## src/rtl/div_iter_pkg.sv

```systemverilog
// Shared codes for the iterative divider: FSM states, handshake levels, constants.
package div_iter_pkg;

  typedef enum logic [1:0] {
    DivFree   = 2'b00,
    DivByZero = 2'b01,
    DivOn     = 2'b10,
    DivEnd    = 2'b11
  } div_state_e;

  localparam logic        DivStart          = 1'b1;
  localparam logic        DivStop           = 1'b0;
  localparam logic        DivResultReady    = 1'b1;
  localparam logic        DivResultNotReady = 1'b0;
  localparam logic [31:0] ZeroWord          = 32'h0000_0000;

  // Magnitude of a possibly-signed word; abs(0x80000000) stays 0x80000000 as unsigned.
  function automatic logic [31:0] abs32(input logic sgn, input logic [31:0] x);
    return (sgn && x[31]) ? (~x + 32'd1) : x;
  endfunction

endpackage

```

## src/rtl/div_iter.sv

```systemverilog
// Iterative 32-bit radix-2 restoring divider for EX DIV/DIVU.
// Returns {remainder, quotient}; outputs are registered and valid only in END.
module div_iter
  import div_iter_pkg::*;
(
  input  logic        clk,
  input  logic        rst,
  input  logic        signed_div_i,
  input  logic [31:0] opdata1_i,
  input  logic [31:0] opdata2_i,
  input  logic        start_i,
  input  logic        annul_i,
  output logic [63:0] result_o,
  output logic        ready_o
);

  div_state_e  state, state_nx;
  logic [4:0]  cnt;
  logic [64:0] rem_dvd;
  logic [31:0] divisor;
  logic        neg_q, neg_r;
  logic [63:0] result_q;
  logic        ready_q;

  logic [64:0] shifted, step;
  logic [32:0] diff;
  logic [63:0] fixed;

  // One restoring step: shift, trial-subtract from the upper 33 bits, keep or restore.
  always_comb begin
    shifted = {rem_dvd[63:0], 1'b0};
    diff    = shifted[64:32] - {1'b0, divisor};
    step    = diff[32] ? shifted : {diff, shifted[31:1], 1'b1};
    fixed   = {neg_r ? (~step[63:32] + 32'd1) : step[63:32],
               neg_q ? (~step[31:0]  + 32'd1) : step[31:0]};
  end

  always_comb begin
    state_nx = state;
    case (state)
      DivFree:   if (start_i == DivStart && !annul_i)
                   state_nx = (opdata2_i == ZeroWord) ? DivByZero : DivOn;
      DivByZero: state_nx = DivEnd;
      DivOn:     if (cnt == 5'd31) state_nx = DivEnd;
      DivEnd:    if (start_i == DivStop) state_nx = DivFree;
      default:   state_nx = DivFree;
    endcase
    if (annul_i && state != DivFree) state_nx = DivFree;
  end

  always_ff @(posedge clk) begin
    if (rst) begin
      state    <= DivFree;
      cnt      <= 5'd0;
      rem_dvd  <= 65'd0;
      divisor  <= ZeroWord;
      neg_q    <= 1'b0;
      neg_r    <= 1'b0;
      result_q <= 64'd0;
      ready_q  <= DivResultNotReady;
    end else begin
      state <= state_nx;
      case (state)
        DivFree: if (state_nx == DivOn) begin
          rem_dvd <= {33'd0, abs32(signed_div_i, opdata1_i)};
          divisor <= abs32(signed_div_i, opdata2_i);
          neg_q   <= signed_div_i & (opdata1_i[31] ^ opdata2_i[31]);
          neg_r   <= signed_div_i & opdata1_i[31];
          cnt     <= 5'd0;
        end
        DivOn: if (!annul_i) begin
          rem_dvd <= step;
          cnt     <= cnt + 5'd1;
        end
        default: ;
      endcase
      ready_q <= (state_nx == DivEnd) ? DivResultReady : DivResultNotReady;
      // Result is captured on entry to END and held; BYZERO enters with zero.
      if (state_nx != DivEnd)
        result_q <= 64'd0;
      else if (state == DivOn)
        result_q <= fixed;
      else if (state == DivByZero)
        result_q <= 64'd0;
    end
  end

  assign result_o = result_q;
  assign ready_o  = ready_q;

endmodule

```

## config.mk

```make
export PLATFORM = sky130hd
export DESIGN_NAME = div_iter
export DESIGN_NICKNAME = d
export VERILOG_FILES = /design/src/rtl/div_iter_pkg.sv /design/src/rtl/div_iter.sv
export SDC_FILE = /design/constraint.sdc
export NUM_CORES = 1
export LEC_CHECK = 0
export CAP_MARGIN = 40
export CORE_UTILIZATION = 25
export DETAILED_ROUTE_END_ITERATION = 16
export GPL_ROUTABILITY_DRIVEN = 0
export PLACE_DENSITY = 0.39
export SLEW_MARGIN = 25
export SYNTH_ARGS = -nofsm -noshare
export SYNTH_HDL_FRONTEND = slang
export SYNTH_SLANG_ARGS = --single-unit
```

## constraint.sdc

```tcl
create_clock -name clk -period 8.7 [get_ports clk]
set_input_delay 2.175 -clock clk [delete_from_list [all_inputs] [get_ports clk]]
set_output_delay 2.175 -clock clk [all_outputs]
set_load 0.01 [all_outputs]
```

==> results.sh, run 1 <==
export IMPL_synth_area_leader_cell="dfxtp_1"
export IMPL_grt_pass1_wl_um=66630
export IMPL_hpwlAfterDp_um=32740
export IMPL_dpl_cell_area_um2=13540
export IMPL_cts_resized=0
export IMPL_power_density_nw_per_um2=194.6
export IMPL_initial_core_util_pct=25.51
export IMPL_p_leak_nw=4.998
export IMPL_synth_top_area_share_pct=29.21
export IMPL_h_tree_depth=4
export IMPL_status="completed"
export IMPL_period_share_pct=66.89
export IMPL_grt_usage_pct=18.20
export IMPL_ios=134
export IMPL_initialDrtViolationCount=803
export IMPL_cts_tree="built"
export IMPL_ys_flop_type="dfxtp_1"
export IMPL_synth_area_um2=11650
export IMPL_syn_num_nets=1664
export IMPL_drt_drc_violations_left=0
export IMPL_drt_pass1_iter_count=5
export IMPL_hold_viol_final=0
export IMPL_n_antenna_cell=0
export IMPL_coreArea_um2=45670
export IMPL_grt_pass1_vias=10850
export IMPL_die_height_um=217.9
export IMPL_synth_common_cells="nand2_1 (201), dfxtp_1 (170), nor2_1 (155)"
export IMPL_drive_above_1_share_pct=4.509
export IMPL_clock_sinks=170
export IMPL_hold_buffers=0
export IMPL_fillerInstances=4966
export IMPL_io_buffer_count=133
export IMPL_vias=11470
export IMPL_max_cap_viol_count=0
export IMPL_numCtsBuffers=17
export IMPL_grt_max_degree=72
export IMPL_finClkSkew_ns=0.01683
export IMPL_yosysMostFrequentCell="nand2_1"
export IMPL_synth_seq_cells=170
export IMPL_wl_per_cell_um=19.17
export IMPL_crit_required_ns=9.07
export IMPL_min_path_type="flop to flop"
export IMPL_cp_arrival_ns=6.19
export IMPL_cp_start_kind="input pin"
export IMPL_setup_tns_ns=0
export IMPL_antenna_found_initial=0
export IMPL_clock_fmax_mhz=171.8
export IMPL_syn_to_final_growth_pct=21.76
export IMPL_final_design_area_no_fill_um2=14190
export IMPL_rows=78
export IMPL_slew_headroom_pct=35.85
export IMPL_yosysSeqAreaShare_pct=29.21
export IMPL_via_per_inst=5.119
export IMPL_synthArstFlopShare_pct=0
export IMPL_rsz0062_at_grt="no"
export IMPL_clockBufferDepth=2
export IMPL_worst_pin_slew_ns=0.9522
export IMPL_syn_area_per_cell_um2=7.507
export IMPL_num_nets_final=1740
export IMPL_min_period_ns=5.819
export IMPL_synth_edf_count=0
export IMPL_rrSetupSlack_ns=3.10
export IMPL_netlist_cell_type_count=69
export IMPL_yosys_warnings=0
export IMPL_postSynthCellCount=1552
export IMPL_critPathKind="input pin to flop"
export IMPL_die_width_um=217.9
export IMPL_cp_max_fo=68
export IMPL_ant_nets=0
export IMPL_design_die_area_um2=47470
export IMPL_holdPathStages=2
export IMPL_clk_pin_slew_ns=0.08
export IMPL_setup_viol=0
export IMPL_ir_drop_mv=0.1357
export IMPL_clkLatencyLatePin_ns=0.47
export IMPL_reg2reg_depth=21
export IMPL_post_cts_setup_buffers=0
export IMPL_drt_wl_total_um=42960
export IMPL_grt_ovfl_total=0
export IMPL_root_buffer="clkbuf_16"
export IMPL_final_max_slew_viol_count=0
export IMPL_end_kind="flop"
export IMPL_synth_area_leaders="dfxtp_1 (29%), nand2_1 (6.5%), a21oi_1 (6.4%), xnor2_1 (5.6%), nor2_1 (5.0%)"
## per-layer routing
layer	wire, um	GRT usage (%)	up-vias	share of wire (%)
met1	23120	27.80	5436	54
met3	1515	2.287	33	3.5
met2	17730	26.35	251	41
met5	0	0	-	0
met4	592	4.662	0	1.4
li1	-	-	5751	-
## power by group
group	total (mW)	switching, mW	internal (mW)
combinational	1.02	0.678	0.346
sequential	0.912	0.0750	0.837
clock	0.825	0.381	0.444
total	2.76	1.13	1.63
## area by class of cell
cell class              count  area, um2  area share [%]
clock buffers              18      439.2           3.096
clock inverters            14      180.2           1.270
inverters                  54      202.7           1.429
multi-input cells        1234       7696           54.25
flip-flops and latches    170       3403           23.99
well taps                 600      750.7           5.292
repair buffers            151       1514           10.67
## worst paths after layout
path	end	startpoint
hold reg to reg	cnt[4]	cnt[4]
setup / recovery	cnt[3]	opdata2_i[15]
hold / removal	cnt[4]	cnt[4]
setup reg to reg	result_o[62]	rem_dvd[31]
## logic make-up (layout without fill, tap and decap cells)
family                   count (synthesis)  in the layout  synth area share, %
flip-flops                             170            170                29.21
AO/OA/AOI/OAI                          470            470                26.55
XOR/XNOR                               139            139                10.45
multiplexers                            28             28                2.470
adder cells (fa/ha/maj)                 43             43                4.682
buffers and inverters                  148            237                4.961
AND/OR/NAND/NOR                        554            554                21.68
## registers in the layout (all words and copies together), names as in the netlist
register / count
cnt: 5
divisor: 32
neg_q: 1
neg_r: 1
ready_o: 1
rem_dvd: 64
result_o: 64
state: 2
## layout by cell type (no fill, tap or decap), types with 24 or more instances in the layout
| cell | n |
|---|---|
| nand2_1 | 201 |
| dfxtp_1 | 170 |
| nor2_1 | 154 |
| a21oi_1 | 149 |
| clkdlybuf4s50_1 | 132 |
| o21ai_0 | 80 |
| xnor2_1 | 75 |
| xor2_1 | 64 |
| inv_1 | 53 |
| a211oi_1 | 41 |
| ha_1 | 41 |
| nand3_1 | 38 |
| nor3_1 | 32 |
| or3_1 | 29 |
| a22o_1 | 27 |
| nor4_1 | 26 |
| a22oi_1 | 24 |
## metrics by stage
stage	setup WS [ns]	instances	power (mW)	util (%)	hold slack [ns]
2_1_floorplan	3.777	1552	1.604	-	0.4362
6_report	2.881	2241	2.761	31.06	0.4636
4_1_cts	2.791	2240	2.786	31.00	0.4626
5_1_grt	2.481	2241	2.941	31.06	0.4977
3_5_place_dp	2.277	2208	1.950	29.64	0.4516
3_3_place_gp	2.181	2206	1.938	29.57	0.4424
## critical path: stages
cell and delay [ns]:
clkdlybuf4s50_1 0.49, or4_1 0.64, nor4_1 0.29, nand2b_1 0.15, nor4_1 0.28, nand2_1 0.15, nor4_1 0.63, nor2_4 0.07
buf_4 0.36, o21a_1 0.26, buf_4 0.28, nand4_1 0.19, xor2_1 0.16, nor2_1 0.05
No activity file was read; power rests on OpenSTA's default activity.
==> run 2: changes to the inputs <==
- clock period: 8.7 -> 5.7 ns (I/O delays scaled with it)
==> run 2 against run 1 <==
Clock power is 52% higher. Sequential share of layout area is 0.080 points lower. Largest power group unchanged. Final area is 0.34% higher. Global-route usage is 0.16 points lower. Core utilization is 0.10 points higher. Combinational power is 54% higher. Setup slack worse by 1.9 ns. Sequential power is 52% higher. Sequential cell count stayed put.
==> results.sh, run 2 (synthesized netlist as in run 1, its figures left out) <==
export IMPL_timing_final_ws_setup_ns=0.9440
export IMPL_grt_pass1_wl_um=66300
export IMPL_hpwlAfterDp_um=33070
export IMPL_slew_headroom_pct=44.35
export IMPL_pwr_share_clk_pct=29.6
export IMPL_drt_wl_total_um=43080
export IMPL_post_cts_setup_buffers=0
export IMPL_rsz0062_at_grt="no"
export IMPL_status="completed"
export IMPL_antenna_found_initial=0
export IMPL_crit_top_cell="a22o_1"
export IMPL_hold_buffers=0
export IMPL_layout_common_cells="nand2_1 (201), dfxtp_1 (170), nor2_1 (154), a21oi_1 (149), clkdlybuf4s50_1 (132)"
export IMPL_cts_tree="built"
export IMPL_initialDrtViolationCount=712
export IMPL_grt_pass1_vias=10810
export IMPL_max_cap_viol_count=0
export IMPL_clkLatencyLatePin_ns=0.47
export IMPL_root_buffer="clkbuf_16"
export IMPL_p_leak_nw=5.040
export IMPL_timing_rr_start="rem_dvd[48]"
export IMPL_use_met1_pct=28.02
export IMPL_die_height_um=217.9
export IMPL_pre_cts_slack_ns=0.6164
export IMPL_cts_resized=0
export IMPL_holdWs_ns=0.4696
export IMPL_coreArea_um2=45670
export IMPL_wl_per_cell_um=19.14
export IMPL_fin_util_pct=31.16
export IMPL_global_route_usage_met3_pct=2.497
export IMPL_switching_share_pct=41.72
export IMPL_h_tree_depth=4
export IMPL_path_cells="ha_1 -> a21oi_1 -> o21ai_0 -> a22o_1 -> or3_1 -> o211a_1 -> inv_2 -> buf_4 -> nand3b_1 -> o31ai_1 -> nand4_1 -> o41a_1 -> xor2_1 -> a22o_1"
export IMPL_clock_fmax_mhz=210.3
export IMPL_worst_pin_slew_ns=0.8261
export IMPL_initial_core_util_pct=25.51
export IMPL_grt_util_met2_pct=25.77
export IMPL_clk_pin_slew_ns=0.08
export IMPL_period_share_pct=83.44
export IMPL_min_period_ns=4.756
export IMPL_clock_sinks=170
export IMPL_io_buffer_count=133
export IMPL_critPathLaunch="rem_dvd[48]"
export IMPL_n_antenna_cell=0
export IMPL_drive_above_1_share_pct=5.030
export IMPL_power_density_nw_per_um2=295.6
export IMPL_clockBufferDepth=2
export IMPL_setup_viol=0
export IMPL_vias=11470
export IMPL_min_path_type="flop to flop"
export IMPL_final_max_slew_viol_count=0
export IMPL_ir_drop_mv=0.1864
export IMPL_finClkSkew_ns=0.02110
export IMPL_cp_max_fo=23
export IMPL_reg2reg_depth=14
export IMPL_pwr_share_seq_pct=32.9
export IMPL_ant_nets=0
export IMPL_final_design_area_no_fill_um2=14230
export IMPL_setup_tns_ns=0
export IMPL_comb_power_share_pct=37.4
export IMPL_numCtsBuffers=17
export IMPL_p_int_mw=2.453
export IMPL_drt_drc_violations_left=0
export IMPL_grt_max_degree=87
export IMPL_crit_required_ns=6.06
export IMPL_ios=134
export IMPL_design_die_area_um2=47470
export IMPL_grt_usage_pct=18.04
export IMPL_dpl_cell_area_um2=13600
export IMPL_cpPeakStageDelay_ns=0.45
export IMPL_rows=78
export IMPL_p_sw_mw=1.755
export IMPL_holdPathStages=2
export IMPL_die_width_um=217.9
export IMPL_grt_ovfl_total=0
export IMPL_hold_viol_final=0
export IMPL_critPathKind="flop to flop"
export IMPL_num_nets_final=1749
export IMPL_via_per_inst=5.099
export IMPL_final_common_cell="nand2_1"
export IMPL_gr_max_usage_layer="met1"
export IMPL_syn_to_final_growth_pct=22.17
export IMPL_hold_start="cnt[4]"
export IMPL_cp_start_kind="flop"
export IMPL_drt_pass1_iter_count=5
export IMPL_crit_path_top_delay_cell="dfxtp_1"
export IMPL_cp_arrival_ns=5.12
export IMPL_end_kind="flop"
## run 2: worst max-delay path, delay by kind of cell (launching register included)
| kind | cells | cell delay (ns) |
|---|---|---|
| flip-flops | 1 | 0.45 |
| AO/OA/AOI/OAI | 7 | 2.12 |
| AND/OR/NAND/NOR | 3 | 0.84 |
| adder cells (fa/ha/maj) | 1 | 0.38 |
| buffers and inverters | 2 | 0.68 |
| XOR/XNOR | 1 | 0.17 |
## run 2: through the flow
stage	cells	total power, mW
floorplan	1552	2.448
global placement	2217	2.980
detailed placement	2217	2.980
CTS	2249	4.235
global route	2250	4.467
finish	2250	4.208
## run 2: power groups by stage
| stage | combinational (mW) | sequential (mW) | clock, mW |
|---|---|---|---|
| floorplan | 1.08 | 1.37 | 0 |
| global placement | 1.57 | 1.41 | 0 |
| detailed placement | 1.57 | 1.41 | 0 |
| CTS | 1.57 | 1.38 | 1.28 |
| global route | 1.74 | 1.40 | 1.33 |
| finish | 1.57 | 1.39 | 1.25 |
## run 2: final timing paths
check | end | slack, ns
min | cnt[4] | 0.47
max reg2reg | result_o[63] | 0.94
max | result_o[63] | 0.94
min reg2reg | cnt[4] | 0.47
## run 2: area by class of cell
class	instances	area (um2)
clock buffer	18	439.2
clock inverter	14	172.7
fill	4935	31440
inverter	54	202.7
multi-input combinational	1234	7696
sequential	170	3403
tap	600	750.7
timing repair buffer	160	1569
## run 2: metal layers
metal  up-vias  routed length (um)
met5         -                   0
met4         0                 420
met3        26                1550
met2       220               17900
met1      5469               23200
li1       5758                   -
==> run 3: changes to the inputs <==
- clock period: 5.7 -> 4.7 ns (I/O delays scaled with it)
==> run 3 against run 2 <==
Via count up 2.0%. Sequential power up 21%. Global-route usage up 0.18 points. Die area unchanged. Cell count up 1.7%. Register-to-register slack worse by 0.65 ns. Sequential cell count unchanged. Sequential share of layout area down 0.61 points. Worst hold slack worse by 0.0077 ns. Combinational power up 27%. Setup slack worse by 0.65 ns. Clock power up 22%. Largest power group unchanged. Highest routed layer unchanged.
==> results.sh, run 3 (synthesized netlist as in run 1, its figures left out) <==
export IMPL_cp_max_fo=8
export IMPL_timing_rr_end="result_o[60]"
export IMPL_die_width_um=217.9
export IMPL_cts_tree="built"
export IMPL_grt_ovfl_total=0
export IMPL_root_buffer="clkbuf_16"
export IMPL_min_path_type="flop to flop"
export IMPL_multiInputGateArea_um2=7722
export IMPL_final_max_slew_viol_count=0
export IMPL_hold_viol_final=0
export IMPL_drt_pass1_iter_count=5
export IMPL_clock_sinks=170
export IMPL_clock_fmax_mhz=227.1
export IMPL_setup_viol=0
export IMPL_clockBufferDepth=2
export IMPL_cp_start_kind="flop"
export IMPL_grt_pass1_vias=11140
export IMPL_rows=78
export IMPL_max_cap_viol_count=0
export IMPL_rrSetupSlack_ns=0.30
export IMPL_initialDrtViolationCount=936
export IMPL_coreArea_um2=45670
export IMPL_vias=11700
export IMPL_p_leak_nw=5.249
export IMPL_crit_end="result_o[60]"
export IMPL_hpwlAfterDp_um=33720
export IMPL_power_density_nw_per_um2=356.8
export IMPL_seq_area_um2=3403
export IMPL_end_kind="flop"
export IMPL_slew_headroom_pct=42.10
export IMPL_antenna_found_initial=0
export IMPL_clk_pin_slew_ns=0.08
export IMPL_cp_arrival_ns=4.75
export IMPL_setup_tns_ns=0
export IMPL_clkLatencyLatePin_ns=0.46
export IMPL_min_period_ns=4.402
export IMPL_reg2reg_depth=16
export IMPL_fillerInstances=4913
export IMPL_critPathKind="flop to flop"
export IMPL_h_tree_depth=4
export IMPL_wl_per_cell_um=18.90
export IMPL_design_die_area_um2=47470
export IMPL_fin_util_pct=31.97
export IMPL_grt_pass1_wl_um=66720
export IMPL_n_antenna_cell=0
export IMPL_drive_above_1_share_pct=7.460
export IMPL_power_mw=5.210
export IMPL_numCtsBuffers=17
export IMPL_ios=134
export IMPL_worst_pin_slew_ns=0.8666
export IMPL_layout_common_cells="nand2_1 (201), dfxtp_1 (170), nor2_1 (154), a21oi_1 (147), clkdlybuf4s50_1 (132)"
export IMPL_final_common_cell="nand2_1"
export IMPL_io_buffer_count=133
export IMPL_rsz0062_at_grt="no"
export IMPL_ir_drop_mv=0.2497
export IMPL_status="completed"
export IMPL_timing_rr_start="divisor[29]"
export IMPL_drt_drc_violations_left=0
export IMPL_grt_usage_pct=18.22
export IMPL_die_height_um=217.9
export IMPL_period_share_pct=93.67
export IMPL_num_nets_final=1789
export IMPL_crit_required_ns=5.04
export IMPL_via_per_inst=5.111
export IMPL_drt_wl_total_um=43250
export IMPL_finClkSkew_ns=0.01172
export IMPL_critPathLaunch="divisor[29]"
export IMPL_hold_buffers=0
export IMPL_ant_nets=0
export IMPL_grt_max_degree=72
export IMPL_syn_to_final_growth_pct=25.34
export IMPL_initial_core_util_pct=25.51
run 3: changes by cell type in the layout (fill, tap and decap cells not counted), moves of 2 or more:
| cell | delta |
|---|---|
| buf_4 | +37 |
| buf_12 | +2 |
| a21oi_1 | -2 |
| a21oi_2 | +2 |
| clkinvlp_4 | +2 |
| inv_8 | -3 |
| bufinv_16 | +2 |
| clkinv_8 | -2 |
run 3: what timing repair did:
action / in CTS / in global routing
buffers inserted: 0 / 0
resized for setup: 0 / 5
setup endpoints to repair: 0 / 6
run 3: worst min-delay path by stage:
stage              to  cells past startpoint  startpoint
3_5_place_dp   cnt[4]                      2      cnt[4]
4_1_cts        cnt[4]                      2      cnt[4]
2_1_floorplan  cnt[4]                      2      cnt[4]
5_1_grt        cnt[4]                      2      cnt[4]
3_3_place_gp   cnt[4]                      2      cnt[4]
6_report       cnt[4]                      2      cnt[4]
run 3: routing by layer:
metal  vias to the layer above  track usage [%]  part of all wire (%)
met5                         -                0                     0
met3                        28            2.524                   4.0
met4                         0            4.522                   1.1
met1                      5543            28.39                    54
met2                       276            25.56                    41
li1                       5853                -                     -
run 3: area by class of cell:
cell class | count | area share, %
timing repair buffer | 200 | 13.11
clock inverter | 13 | 1.242
inverter | 54 | 1.388
multi-input combinational | 1234 | 52.88
sequential | 170 | 23.30
tap | 600 | 5.141
clock buffer | 18 | 2.939
run 3: per-stage QoR:
stage,cells,hold WS (ns),cell area [um2],setup slack (ns)
detailed placement,2257,0.4626,13940,0.2026
global placement,2257,0.4478,13940,0.1944
finish,2289,0.4620,14600,0.2976
global route,2289,0.4989,14600,0.007265
floorplan,1552,0.4362,11650,0.4294
CTS,2288,0.4700,14550,0.1999
run 3: worst max-delay path: stages, from the launching register on:
cell and delay, ns:
dfxtp_1 0.33, inv_1 0.07, ha_1 0.35, a2111o_1 0.43
o32a_1 0.38, or3_1 0.35, o211a_1 0.29, inv_2 0.20
buf_4 0.21, o21ai_0 0.13, inv_1 0.08, ha_1 0.25
o21a_1 0.20, nand2_1 0.21, o41ai_2 0.42, xnor2_1 0.16
a22o_1 0.22
run 3: where the power goes:
part | internal [mW] | total [mW] | switching (mW)
Sequential | 1.55 | 1.68 | 0.134
Combinational | 0.716 | 2.00 | 1.28
Clock | 0.851 | 1.53 | 0.675
Total | 3.12 | 5.21 | 2.09
